$ cat config.mk
export PLATFORM = sky130hd
export DESIGN_NAME = fpu_lzd_arbiter
export DESIGN_NICKNAME = d
export VERILOG_FILES = /design/src/rtl/fpu_lzd_pkg.sv /design/src/rtl/fpu_lzd_count.sv /design/src/rtl/fpu_lzd_arbiter.sv
export SDC_FILE = /design/constraint.sdc
export NUM_CORES = 1
export LEC_CHECK = 0
export BUFFER_PORTS_ARGS = -buffer_cell sky130_fd_sc_hd__buf_2
export CAP_MARGIN = 30
export CORE_MARGIN = 3
export CORE_UTILIZATION = 51
export CTS_BUF_LIST = sky130_fd_sc_hd__clkbuf_8
export DETAILED_ROUTE_END_ITERATION = 8
export PLACE_DENSITY = 0.81
export SLEW_MARGIN = 20
export SYNTH_ARGS = -nofsm -noshare
export SYNTH_HDL_FRONTEND = slang
export SYNTH_SLANG_ARGS = --single-unit
export TNS_END_PERCENT = 5
$ cat constraint.sdc
create_clock -name clk -period 1.92 [get_ports clk]
set_clock_uncertainty 0.2 [all_clocks]
set_input_delay 0.384 -clock clk [delete_from_list [all_inputs] [get_ports clk]]
set_output_delay 0.384 -clock clk [all_outputs]
set_load 0.02 [all_outputs]
$ cat src/rtl/fpu_lzd_pkg.sv
// Shared types and constants for the FPU leading-zero-detect arbiter.
package fpu_lzd_pkg;

  localparam int unsigned LZD_MAN_W = 24;
  localparam int unsigned LZD_CNT_W = 5;
  localparam int unsigned LZD_TAG_W = 4;

  localparam logic SRC_FMADD = 1'b0;
  localparam logic SRC_FADD  = 1'b1;

  typedef struct packed {
    logic [LZD_CNT_W-1:0] lzc;
    logic                 zero;
    logic                 src;
    logic [LZD_TAG_W-1:0] tag;
  } lzd_result_t;

  // 2-bit LZD cell: {any bit set, leading zero count within the pair}
  function automatic logic [1:0] lzd2_cell(input logic [1:0] bits);
    return {bits[1] | bits[0], ~bits[1]};
  endfunction

endpackage

$ cat src/rtl/fpu_lzd_count.sv
// Combinational leading-zero counter: 2-bit LZD cells feeding a binary merge tree.
module fpu_lzd_count
  import fpu_lzd_pkg::*;
#(
  parameter int unsigned MAN_W = LZD_MAN_W,
  parameter int unsigned CNT_W = LZD_CNT_W
) (
  input  logic [MAN_W-1:0] i_man,
  output logic [CNT_W-1:0] o_lzc,
  output logic             o_zero
);

  localparam int unsigned LVLS  = $clog2(MAN_W);
  localparam int unsigned PAD_W = 1 << LVLS;
  localparam int unsigned CELLS = PAD_W / 2;

  // Left-justify into a power-of-two width; the zero padding sits below the LSB
  logic [PAD_W-1:0] w_pad;
  assign w_pad = PAD_W'(i_man) << (PAD_W - MAN_W);

  for (genvar l = 0; l < LVLS; l++) begin : g_lvl
    localparam int unsigned NODES = CELLS >> l;
    logic            w_vld [NODES];
    logic [LVLS-1:0] w_cnt [NODES];

    for (genvar j = 0; j < NODES; j++) begin : g_node
      if (l == 0) begin : g_leaf
        logic [1:0] w_cell;
        assign w_cell   = lzd2_cell(w_pad[PAD_W-1-2*j -: 2]);
        assign w_vld[j] = w_cell[1];
        assign w_cnt[j] = LVLS'(w_cell[0]);
      end else begin : g_merge
        // An empty upper half adds its full width to the lower half's count
        assign w_vld[j] = g_lvl[l-1].w_vld[2*j] | g_lvl[l-1].w_vld[2*j+1];
        assign w_cnt[j] = g_lvl[l-1].w_vld[2*j] ? g_lvl[l-1].w_cnt[2*j]
                        : ((LVLS'(1) << l) | g_lvl[l-1].w_cnt[2*j+1]);
      end
    end
  end

  assign o_zero = ~g_lvl[LVLS-1].w_vld[0];
  assign o_lzc  = o_zero ? CNT_W'(MAN_W) : CNT_W'(g_lvl[LVLS-1].w_cnt[0]);

endmodule

$ cat src/rtl/fpu_lzd_arbiter.sv
// Round-robin shared two-stage LZ counter for the FMADD and FADD/convert normalisers.
module fpu_lzd_arbiter
  import fpu_lzd_pkg::*;
#(
  parameter int unsigned MAN_W = LZD_MAN_W,
  parameter int unsigned CNT_W = LZD_CNT_W,
  parameter int unsigned TAG_W = LZD_TAG_W
) (
  input  logic             clk,
  input  logic             rst_l,
  input  logic             req0_valid_i,
  output logic             req0_ready_o,
  input  logic [MAN_W-1:0] req0_man_i,
  input  logic [TAG_W-1:0] req0_tag_i,
  input  logic             req1_valid_i,
  output logic             req1_ready_o,
  input  logic [MAN_W-1:0] req1_man_i,
  input  logic [TAG_W-1:0] req1_tag_i,
  output logic             out_valid_o,
  input  logic             out_ready_i,
  output logic [CNT_W-1:0] out_lzc_o,
  output logic             out_zero_o,
  output logic             out_src_o,
  output logic [TAG_W-1:0] out_tag_o
);

  logic             r_last_grant;
  logic             r_s1_valid;
  logic [MAN_W-1:0] r_s1_man;
  logic [TAG_W-1:0] r_s1_tag;
  logic             r_s1_src;
  logic             r_s2_valid;
  lzd_result_t      r_s2;

  logic             w_s2_adv;
  logic             w_s1_adv;
  logic             w_win1;
  logic             w_accept;
  logic [CNT_W-1:0] w_lzc;
  logic             w_zero;

  assign w_s2_adv = ~r_s2_valid | out_ready_i;
  assign w_s1_adv = ~r_s1_valid | w_s2_adv;

  // Requester 1 wins when alone, or under contention when requester 0 went last
  assign w_win1   = req1_valid_i & (~req0_valid_i | (r_last_grant == SRC_FMADD));
  assign w_accept = w_s1_adv & (req0_valid_i | req1_valid_i);

  assign req0_ready_o = rst_l & w_s1_adv & req0_valid_i & ~w_win1;
  assign req1_ready_o = rst_l & w_s1_adv & w_win1;

  // Stage 1: capture the winning operand
  always_ff @(posedge clk or negedge rst_l) begin
    if (!rst_l) begin
      r_last_grant <= SRC_FADD;
      r_s1_valid   <= 1'b0;
      r_s1_man     <= '0;
      r_s1_tag     <= '0;
      r_s1_src     <= SRC_FMADD;
    end else if (w_accept) begin
      r_last_grant <= w_win1 ? SRC_FADD : SRC_FMADD;
      r_s1_valid   <= 1'b1;
      r_s1_man     <= w_win1 ? req1_man_i : req0_man_i;
      r_s1_tag     <= w_win1 ? req1_tag_i : req0_tag_i;
      r_s1_src     <= w_win1 ? SRC_FADD : SRC_FMADD;
    end else if (w_s1_adv) begin
      r_s1_valid   <= 1'b0;
    end
  end

  fpu_lzd_count #(
    .MAN_W (MAN_W),
    .CNT_W (CNT_W)
  ) u_count (
    .i_man  (r_s1_man),
    .o_lzc  (w_lzc),
    .o_zero (w_zero)
  );

  // Stage 2: register the count; held while the consumer stalls
  always_ff @(posedge clk or negedge rst_l) begin
    if (!rst_l) begin
      r_s2_valid <= 1'b0;
      r_s2       <= '0;
    end else if (w_s1_adv && r_s1_valid) begin
      r_s2_valid <= 1'b1;
      r_s2.lzc   <= LZD_CNT_W'(w_lzc);
      r_s2.zero  <= w_zero;
      r_s2.src   <= r_s1_src;
      r_s2.tag   <= LZD_TAG_W'(r_s1_tag);
    end else if (w_s2_adv) begin
      r_s2_valid <= 1'b0;
    end
  end

  assign out_valid_o = r_s2_valid;
  assign out_lzc_o   = CNT_W'(r_s2.lzc);
  assign out_zero_o  = r_s2.zero;
  assign out_src_o   = r_s2.src;
  assign out_tag_o   = TAG_W'(r_s2.tag);

endmodule

==> metrics.txt <==
Min-Delay Path Class=primary input to register; Int Pwr=1.58 mW; Via Count=1787; CP Launch Type=register; vias in the first global route=1722; Cell Area, Placed=2560 sq um; fmax=535 MHz; net switching power=0.703 mW; Ports=75; Peak VDD IR=0.000507 V; CTS tree=done; Hold Slack=0.146 ns; relative max-transition margin=65.9%; Gate Count Post-Synth=210; CP peak stage delay=0.57 ns; first-pass GRT wire length=7.46 mm; outcome=finished clean; Slew Viols, Final=0; routing usage on met1=23.2%; total power=2.28 mW; #FFs+latches synth=43; Clock Pin Slew Worst Setup and Hold Paths=0.07 ns; max_cap viols=0; kind of cell adding the most delay to the critical path=flip-flops; global placer's final weighted congestion=0.801; Post-synth ARST share=100%; sequential fraction of the synthesis area=50.5%; clk sinks=43; worst-margin pin slew=0.511 ns; Hold Fails Final Rpt=0; dpl cells=326; Leak=1.27 nW; CP Depth=3; non-filler cells, final=335; core area=3850 sq um; H-tree depth=2; syn_area_per_cell=10.2 sq um; ordered list of cells on the worst path=a21boi_4 -> and4b_1 -> buf_4; period utilization=97.3%; worst setup margin=0.0512 ns; minimum clock period=1.87 ns; post-route cell area=2660 sq um; initial antenna violation count=0; Max FO, Critical Path=4; grt ovf=0; Port Buffers=74; drt wl/cell=12.8 microns; Crit Path Class=register to primary output; Syn Nets=271; met3 Use GR=4.69%; RSZ-0062 raised after global routing=yes; Reg2Reg Setup Slack=0.16 ns; power density over the cells=858 nW/um^2; final net count=347; Yosys warning count=0; Seq pwr share=52.1%; CP max-delay cell=dfstp_2; Hold Path Sink=r_s1_valid$_DFFE_PN0P_; WP buf/inv=1; area delta synth->final=24.8%; Reg-to-Reg End=out_lzc_o[0]$_DFFE_PN0P_; Netlist cell types=36; Post-synth EDFFs=0; Clock power frac=25.1%; die width=70.7 microns; GRT Total Usage=18.4%; synthesized area=2130 sq um; ys flop type=dfrtp_1; met2 GRT Util=31.2%; drt total wl=4.27 mm; Initial Utilization=55.3%; clk_lat worst skew=0.29 ns; setup TNS=0 ns; GR peak layer=met2; CTS Buffer Depth=2; HPWL Detailed=3.23 mm; number of setup buffers added after CTS=0; Num CTS Buffers=5; RR Startpoint=r_s1_man[18]$_DFFE_PN0P_; share of post-route cells with drive strength above 1=33.8%; Hold Startpoint=req1_valid_i; switching share of power=30.8%; hold path cells=3; largest net degree at the start of global routing=58; R2R depth=5; combinational share of power=22.8%; antenna-violating nets left=0; Root Buffer=clkbuf_8; Via-to-Cell Ratio=5.33; total iterations of the first detailed-routing run=4; Die Height=70.7 microns; Arr. time, crit path=1.28 ns; # diodes=0; post-layout util=69.0%; pre-CTS setup slack=0.160 ns; initial drt markers=79; final setup fails=0; drc violations=0; Critical Path Sink Type=primary output; Critical Path RT=1.34 ns; num rows=22; Die ar.=4990 sq um
==> cell usage after synthesis, types with 2 or more instances <==
library cell	count	area, sq um
inv_1	6	22.5
a21oi_1	36	180
nand2b_1	2	12.5
mux2_1	4	45.0
o21ai_1	3	15.0
mux2i_1	28	280
nor2_1	37	139
o31ai_1	2	15.0
nor4_2	4	50.1
nand2_1	7	26.3
a22o_1	2	17.5
o21ai_0	2	10.0
buf_4	4	30.0
dfrtp_1	42	1050
nand2_2	2	12.5
nor3_1	2	10.0
buf_2	4	20.0
and3_1	2	12.5
clkbuf_1	2	7.51
nor4_1	3	18.8
==> cell usage in the layout (no fill, tap or decap), drive strengths merged, types with 2 or more instances in the layout <==
master	count
a21boi	2
nor3	3
buf	78
o21ai	5
nor4	7
nor2	37
nand2b	2
inv	7
nand2	9
a21oi	36
mux2i	28
and3	2
a22o	2
mux2	4
dfrtp	42
clkbuf	6
o31ai	2
==> metal layers <==
| metal | vias up | wire, microns | share of wire, % |
|---|---|---|---|
| met4 | 0 | 54 | 1.3 |
| met5 | - | 0 | 0 |
| met1 | 822 | 1840 | 43 |
| met2 | 56 | 2070 | 48 |
| li1 | 902 | - | - |
| met3 | 7 | 316 | 7.4 |
==> power groups by stage <==
stage / Combinational (mW) / Sequential (mW) / Clock [mW]
finish: 0.519 / 1.19 / 0.573
global route: 0.590 / 1.21 / 0.620
CTS: 0.529 / 1.19 / 0.591
detailed placement: 0.525 / 1.20 / 0
global placement: 0.509 / 1.20 / 0
floorplan: 0.309 / 1.22 / 0
==> tightest hold or removal path, stage by stage <==
cell,delay (ns)
buf_2,0.11
nor2_1,0.05
nand2_1,0.05
==> flip-flops by register name, summed over array words and instances (netlist names) <==
register / count
out_src_o: 1
r_s1_valid: 1
out_lzc_o: 5
out_zero_o: 1
r_s1_tag: 4
out_tag_o: 4
r_s1_man: 24
out_valid_o: 1
r_last_grant: 1
r_s1_src: 1
==> area by class of cell <==
class,count,area (sq um)
Timing Repair Buffer,79,425
Clock inverter,2,8.76
Fill cell,311,1190
Multi-Input combinational cell,151,983
Clock buffer,6,82.6
Tap cell,48,60.1
Inverter,6,22.5
Sequential cell,43,1080
==> cells by family (layout without fill, tap and decap cells) <==
logic type             after synthesis  after routing  share of synthesized area (%)
AOI/OAI and AO/OA                   55             55                           15.3
buffers and inverters               16             93                           3.76
and+or+nand+nor                     64             64                           15.2
DFF                                 43             43                           50.5
muxes                               32             32                           15.3
==> what timing repair did <==
| action | CTS | global route |
|---|---|---|
| setup endpoints to repair | 0 | 1 |
| gates resized for setup | 0 | 1 |
| hold buffers | 1 | 0 |
| endpoints found under the hold margin | 12 | 0 |
==> worst max-delay path by stage <==
stage                               endpoint                startpoint  slack [ns]
global route                    req0_ready_o  r_last_grant$_DFFE_PN1P_      -0.004
finish                          req0_ready_o  r_last_grant$_DFFE_PN1P_        0.05
detailed placement  out_lzc_o[0]$_DFFE_PN0P_  r_s1_man[18]$_DFFE_PN0P_        0.16
global placement    out_lzc_o[1]$_DFFE_PN0P_  r_s1_man[10]$_DFFE_PN0P_        0.22
floorplan                       req0_ready_o  r_last_grant$_DFFE_PN1P_        0.20
CTS                             req0_ready_o  r_last_grant$_DFFE_PN1P_        0.03
No activity file was read; power rests on OpenSTA's default activity.
